<file path="src/rtl/sha256_stream_hasher.sv">
// Memory-mapped SHA-256 engine: streams an N-word message from memory, pads it on the fly,
// optionally resumes from a caller midstate, and writes the 256-bit digest back to memory.
module sha256_stream_hasher #(
  parameter int unsigned ADDR_W = 16,
  parameter int unsigned LEN_W  = 16
) (
  input  logic              clk,
  input  logic              reset_n,
  input  logic              start,
  input  logic [ADDR_W-1:0] message_addr,
  input  logic [ADDR_W-1:0] output_addr,
  input  logic [LEN_W-1:0]  num_words,
  input  logic              use_iv,
  input  logic [255:0]      iv,
  input  logic [7:0]        pre_blocks,
  output logic              done,
  output logic [255:0]      hash_out,
  output logic              mem_clk,
  output logic              mem_we,
  output logic [ADDR_W-1:0] mem_addr,
  output logic [31:0]       mem_write_data,
  input  logic [31:0]       mem_read_data
);

  localparam int unsigned CNT_W = 7;
  localparam int unsigned BLK_W = LEN_W + 1;

  localparam logic [31:0] K [64] = '{
    32'h428a2f98, 32'h71374491, 32'hb5c0fbcf, 32'he9b5dba5, 32'h3956c25b, 32'h59f111f1, 32'h923f82a4, 32'hab1c5ed5,
    32'hd807aa98, 32'h12835b01, 32'h243185be, 32'h550c7dc3, 32'h72be5d74, 32'h80deb1fe, 32'h9bdc06a7, 32'hc19bf174,
    32'he49b69c1, 32'hefbe4786, 32'h0fc19dc6, 32'h240ca1cc, 32'h2de92c6f, 32'h4a7484aa, 32'h5cb0a9dc, 32'h76f988da,
    32'h983e5152, 32'ha831c66d, 32'hb00327c8, 32'hbf597fc7, 32'hc6e00bf3, 32'hd5a79147, 32'h06ca6351, 32'h14292967,
    32'h27b70a85, 32'h2e1b2138, 32'h4d2c6dfc, 32'h53380d13, 32'h650a7354, 32'h766a0abb, 32'h81c2c92e, 32'h92722c85,
    32'ha2bfe8a1, 32'ha81a664b, 32'hc24b8b70, 32'hc76c51a3, 32'hd192e819, 32'hd6990624, 32'hf40e3585, 32'h106aa070,
    32'h19a4c116, 32'h1e376c08, 32'h2748774c, 32'h34b0bcb5, 32'h391c0cb3, 32'h4ed8aa4a, 32'h5b9cca4f, 32'h682e6ff3,
    32'h748f82ee, 32'h78a5636f, 32'h84c87814, 32'h8cc70208, 32'h90befffa, 32'ha4506ceb, 32'hbef9a3f7, 32'hc67178f2
  };
  localparam logic [255:0] H_INIT =
    256'h6a09e667_bb67ae85_3c6ef372_a54ff53a_510e527f_9b05688c_1f83d9ab_5be0cd19;

  typedef enum logic [2:0] {IDLE, READ, COMPUTE, UPDATE, WRITE} state_t;

  state_t             state_q, state_d;
  logic [CNT_W-1:0]   cnt_q;
  logic [BLK_W-1:0]   blk_q, nblk_q;
  logic [LEN_W-1:0]   len_q;
  logic [63:0]        bitlen_q;
  logic [ADDR_W-1:0]  out_addr_q;
  logic [31:0]        h_q  [8];
  logic [31:0]        wv_q [8];
  logic [31:0]        w_q  [16];

  logic [BLK_W-1:0]   n_idx, last_idx;
  logic [3:0]         rd_k;
  logic [31:0]        pad_word, w_next, t1, t2;
  logic [31:0]        hsum [8];

  function automatic logic [31:0] rotr(input logic [31:0] x, input int unsigned n);
    return (x >> n) | (x << (32 - n));
  endfunction

  assign mem_clk = clk;

  // Word k-1 of the padded stream is on the read bus during READ cycle k
  always_comb begin
    rd_k     = 4'(cnt_q - CNT_W'(1));
    n_idx    = {blk_q[BLK_W-5:0], rd_k};
    last_idx = {nblk_q[BLK_W-5:0], 4'd0} - BLK_W'(1);
    pad_word = '0;
    if (n_idx < BLK_W'(len_q))                pad_word = mem_read_data;
    else if (n_idx == BLK_W'(len_q))          pad_word = 32'h8000_0000;
    else if (n_idx == last_idx - BLK_W'(1))   pad_word = bitlen_q[63:32];
    else if (n_idx == last_idx)               pad_word = bitlen_q[31:0];
  end

  // One compression round and the next schedule word from the 16-word window
  always_comb begin
    t1 = wv_q[7] + (rotr(wv_q[4], 6) ^ rotr(wv_q[4], 11) ^ rotr(wv_q[4], 25))
       + ((wv_q[4] & wv_q[5]) ^ (~wv_q[4] & wv_q[6])) + K[cnt_q[5:0]] + w_q[0];
    t2 = (rotr(wv_q[0], 2) ^ rotr(wv_q[0], 13) ^ rotr(wv_q[0], 22))
       + ((wv_q[0] & wv_q[1]) ^ (wv_q[0] & wv_q[2]) ^ (wv_q[1] & wv_q[2]));
    w_next = (rotr(w_q[14], 17) ^ rotr(w_q[14], 19) ^ (w_q[14] >> 10)) + w_q[9]
           + (rotr(w_q[1], 7) ^ rotr(w_q[1], 18) ^ (w_q[1] >> 3)) + w_q[0];
    for (int i = 0; i < 8; i++) hsum[i] = h_q[i] + wv_q[i];
  end

  always_ff @(posedge clk or negedge reset_n) begin
    if (!reset_n) state_q <= IDLE;
    else          state_q <= state_d;
  end

  always_comb begin
    state_d = state_q;
    case (state_q)
      IDLE:    if (start) state_d = READ;
      READ:    if (cnt_q == CNT_W'(16)) state_d = COMPUTE;
      COMPUTE: if (cnt_q == CNT_W'(63)) state_d = UPDATE;
      UPDATE:  state_d = (blk_q + BLK_W'(1) < nblk_q) ? READ : WRITE;
      WRITE:   if (cnt_q == CNT_W'(7)) state_d = IDLE;
      default: state_d = IDLE;
    endcase
  end

  always_ff @(posedge clk or negedge reset_n) begin
    if (!reset_n) begin
      cnt_q          <= '0;
      blk_q          <= '0;
      nblk_q         <= '0;
      len_q          <= '0;
      bitlen_q       <= '0;
      out_addr_q     <= '0;
      done           <= 1'b1;
      hash_out       <= '0;
      mem_we         <= 1'b0;
      mem_addr       <= '0;
      mem_write_data <= '0;
      for (int i = 0; i < 8; i++) begin
        h_q[i]  <= '0;
        wv_q[i] <= '0;
      end
      for (int i = 0; i < 16; i++) w_q[i] <= '0;
    end else begin
      cnt_q <= (state_d != state_q) ? '0 : cnt_q + CNT_W'(1);
      done  <= (state_d == IDLE);
      case (state_q)
        IDLE: begin
          mem_we <= 1'b0;
          if (start) begin
            out_addr_q <= output_addr;
            mem_addr   <= message_addr;
            len_q      <= num_words;
            nblk_q     <= (BLK_W'(num_words) + BLK_W'(18)) >> 4;
            bitlen_q   <= (64'(num_words) << 5) + (64'(pre_blocks) << 9);
            blk_q      <= '0;
            for (int i = 0; i < 8; i++)
              h_q[i] <= use_iv ? iv[255-32*i -: 32] : H_INIT[255-32*i -: 32];
          end
        end
        READ: begin
          if (cnt_q != '0) begin
            for (int i = 0; i < 15; i++) w_q[i] <= w_q[i+1];
            w_q[15] <= pad_word;
          end
          if (cnt_q < CNT_W'(15)) mem_addr <= mem_addr + ADDR_W'(1);
          if (cnt_q == CNT_W'(16)) for (int i = 0; i < 8; i++) wv_q[i] <= h_q[i];
        end
        COMPUTE: begin
          for (int i = 0; i < 15; i++) w_q[i] <= w_q[i+1];
          w_q[15] <= w_next;
          for (int i = 1; i < 8; i++) wv_q[i] <= wv_q[i-1];
          wv_q[4] <= wv_q[3] + t1;
          wv_q[0] <= t1 + t2;
        end
        UPDATE: begin
          for (int i = 0; i < 8; i++) h_q[i] <= hsum[i];
          blk_q <= blk_q + BLK_W'(1);
          if (state_d == READ) begin
            mem_addr <= mem_addr + ADDR_W'(1);
          end else begin
            mem_we         <= 1'b1;
            mem_addr       <= out_addr_q;
            mem_write_data <= hsum[0];
          end
        end
        WRITE: begin
          if (cnt_q < CNT_W'(7)) begin
            mem_addr       <= mem_addr + ADDR_W'(1);
            mem_write_data <= h_q[3'(cnt_q + CNT_W'(1))];
          end else begin
            mem_we   <= 1'b0;
            hash_out <= {h_q[0], h_q[1], h_q[2], h_q[3], h_q[4], h_q[5], h_q[6], h_q[7]};
          end
        end
        default: ;
      endcase
    end
  end

endmodule
</file>
<file path="config.mk">
export PLATFORM = sky130hd
export DESIGN_NAME = sha256_stream_hasher
export DESIGN_NICKNAME = d
export VERILOG_FILES = /design/src/rtl/sha256_stream_hasher.sv
export SDC_FILE = /design/constraint.sdc
export NUM_CORES = 2
export LEC_CHECK = 0
export CORE_UTILIZATION = 40
export CTS_BUF_LIST = sky130_fd_sc_hd__clkbuf_16
export DETAILED_ROUTE_END_ITERATION = 8
export PLACE_DENSITY = 0.67
export SYNTH_ARGS = -nofsm -noshare
export SYNTH_HDL_FRONTEND = slang
export SYNTH_SLANG_ARGS = --single-unit
</file>
<file path="constraint.sdc">
create_clock -name clk -period 15.1 [get_ports clk]
set_input_delay 3.02 -clock clk [delete_from_list [all_inputs] [get_ports clk]]
set_output_delay 3.02 -clock clk [all_outputs]
set_load 0.005 [all_outputs]
</file>
==> flow_metrics.env <==
export IMPL_tritoncts="done"
export IMPL_wl_per_cell_um=28.1
export IMPL_area_growth_pct=15.9
export IMPL_leakage_nw=49.7
export IMPL_dp_cells=13100
export IMPL_drive_above_1_share=0.0779
export IMPL_crit_path_end_kind="output pin"
export IMPL_synth_cell_types=99
export IMPL_worstSetupPathType="clock port to output pin"
export IMPL_fin_nets=11300
export IMPL_vias=78800
export IMPL_numPortBuffers=654
export IMPL_ys_ff_latch=1415
export IMPL_grt_pass1_wl_mm=545
export IMPL_finalWorstSetupSlack_ps=3840
export IMPL_ys_warnings_count=0
export IMPL_clkTransAtPathRegs_ps=60
export IMPL_rows=173
export IMPL_hold_buffers=0
export IMPL_post_dp_hpwl_mm=288
export IMPL_die_area_um2=227000
export IMPL_final_common_cell="nand2_1"
export IMPL_synth_edf_count=0
export IMPL_overflow=0
export IMPL_hold_ws_ps=452
export IMPL_chipHeight_um=477
export IMPL_ys_flop_type="dfrtp_1"
export IMPL_start_kind="clock port"
export IMPL_worst_pin_slew_ps=1270
export IMPL_outcome="finished, final reports clean"
export IMPL_drt_iter0_markers=9032
export IMPL_antenna_found_initial=35
export IMPL_place_congestion=0.988
export IMPL_critical_path_max_stage_delay_ps=440
export IMPL_start_util=0.404
export IMPL_slew_headroom=0.155
export IMPL_drv_slew=0
export IMPL_hold_viol_final=0
export IMPL_cts_resized=0
export IMPL_rsz0062_at_grt="false"
export IMPL_wl_mm=377
export IMPL_syn_avg_cell_area_um2=9.04
export IMPL_syn_inst=9980
export IMPL_max_cap_viol_count=0
export IMPL_final_core_utilization=0.468
export IMPL_cp_max_fo=3
export IMPL_min_path_type="flip-flop to flip-flop"
export IMPL_worst_path_max_delay_cell="clkdlybuf4s50_1"
export IMPL_finalSetupViolCount=0
export IMPL_ir_drop_mv=0.120
export IMPL_ys_async_sr_fraction=1.00
export IMPL_dieWidth_um=477
export IMPL_cpMostUsedCell="clkbuf_16"
export IMPL_drt_antenna_violating_nets=0
export IMPL_clock_skew_ps=46.2
export IMPL_grt_util_all_layers=0.326
export IMPL_mappedNetlistArea_um2=90200
export IMPL_grt_pass1_vias=76400
export IMPL_critical_path_arrival_ps=8240
export IMPL_ios=655
export IMPL_ys_seq_area_frac=0.393
export IMPL_drtPass1Iterations=8
export IMPL_pwr_density_cell_nw_per_um2=77.2
export IMPL_path_cells="clkbuf_16 > clkbuf_16 > clkdlybuf4s50_1"
export IMPL_crit_required_ps=12080
export IMPL_grt_max_degree=234
export IMPL_final_setup_tns_ps=0
export IMPL_clock_latency_ps=980
export IMPL_vias_per_cell=5.87
export IMPL_core_area_um2=223000
export IMPL_layout_common_cells="2073 x nand2_1, 1409 x dfrtp_1, 808 x o21ai_0"
export IMPL_place_ws_ps=4120
export IMPL_drc=0
export IMPL_finalNonFillerCells=13400
export IMPL_synth_fp_nets=11000
export IMPL_post_cts_buffers=0
## stage by stage
step	instance area, µm²	total power [mW]
after floorplan	90200	3.89
after global placement	99200	4.09
after detailed placement	99200	4.09
after CTS	105000	8.13
after global routing	105000	8.28
final	105000	8.07
## sequential cells by signal, indices dropped and copies added, names as in the netlist
register and count:
h_q 256, mem_we 1, state_q 3, w_q 512, nblk_q 13, cnt_q 7
out_addr_q 16, blk_q 17, hash_out 256, done 1, len_q 16, mem_addr 16
wv_q 256, bitlen_q 13, mem_write_data 32
## path summary, 6_finish.rpt
kind | startpoint | end | slack, ps | cells past startpoint
setup / recovery | clk | mem_clk | 3840 | 3
hold / removal | w_q[106] | w_q[138] | 450 | 2
setup reg to reg | cnt_q[0] | wv_q[254] | 4490 | 33
hold reg to reg | w_q[106] | w_q[138] | 450 | 2
max in group asynchronous | reset_n | mem_write_data[7] | 10100 | 4
min in group asynchronous | reset_n | w_q[323] | 2040 | 1
## layout make-up
| class | instances | area (µm²) |
|---|---|---|
| Clock inverter | 134 | 1160 |
| Fill cell | 21200 | 119000 |
| Antenna cell | 11 | 27.5 |
| Tap cell | 2975 | 3720 |
| Clock buffer | 168 | 4190 |
| Inverter | 544 | 2040 |
| Multi-Input combinational cell | 7424 | 50500 |
| Timing Repair Buffer | 754 | 7430 |
| Sequential cell | 1415 | 35400 |
## report_power, final
part	switching [mW]	total, mW	internal, mW
Sequential	0	3.79	3.79
Combinational	0.129	0.222	0.0933
Clock	1.81	4.05	2.25
Total	1.93	8.07	6.13
## worst max-delay path, delay by kind of cell
kind | cells | cell delay, ps
buf+inv | 3 | 680
## routing by layer
metal  vias up  wire length (µm)  part of all wire  global-route usage
li1      35000                 -                 -                   -
met1     39100            158000              0.42               0.441
met2      3858            164000              0.43               0.488
met3       853             33500             0.089              0.0756
met4        30             21500             0.057               0.163
met5         -               171           0.00045                   0
## cells by family after synthesis
logic type	after synthesis	synth area share
buffers and inverters	1141	0.0484
adder cells (fa/ha/maj)	641	0.105
AND/OR/NAND/NOR	3204	0.150
XOR/XNOR	624	0.0606
flip-flops	1415	0.393
multiplexers	658	0.0865
AO/OA/AOI/OAI	2297	0.156
## Yosys cell counts, types with 19 or more instances
cell type,n,share of area
a21oi_1,513,0.028
inv_1,542,0.023
xnor2_1,374,0.036
o22ai_1,101,0.0070
nand3_1,194,0.011
nor2b_1,48,0.0033
xor2_1,250,0.024
mux2_2,305,0.038
o31ai_1,44,0.0037
and3_1,59,0.0041
ha_1,442,0.061
a221oi_1,20,0.0019
o21bai_1,42,0.0035
mux2i_1,286,0.032
fa_1,196,0.043
nand2b_1,76,0.0053
nor2_1,415,0.017
a221o_1,23,0.0026
dfrtp_1,1414,0.39
a21boi_0,19,0.0016
o211ai_1,68,0.0057
mux4_2,67,0.017
or3_1,82,0.0057
a21o_1,180,0.015
or2_2,25,0.0017
clkbuf_1,483,0.020
a31oi_1,118,0.0082
nand2_1,2079,0.087
nand4_1,30,0.0021
a211oi_1,81,0.0067
o21a_1,59,0.0049
buf_1,88,0.0037
nor3_1,109,0.0060
o21ai_0,809,0.045
No activity file was read; power rests on OpenSTA's default activity.
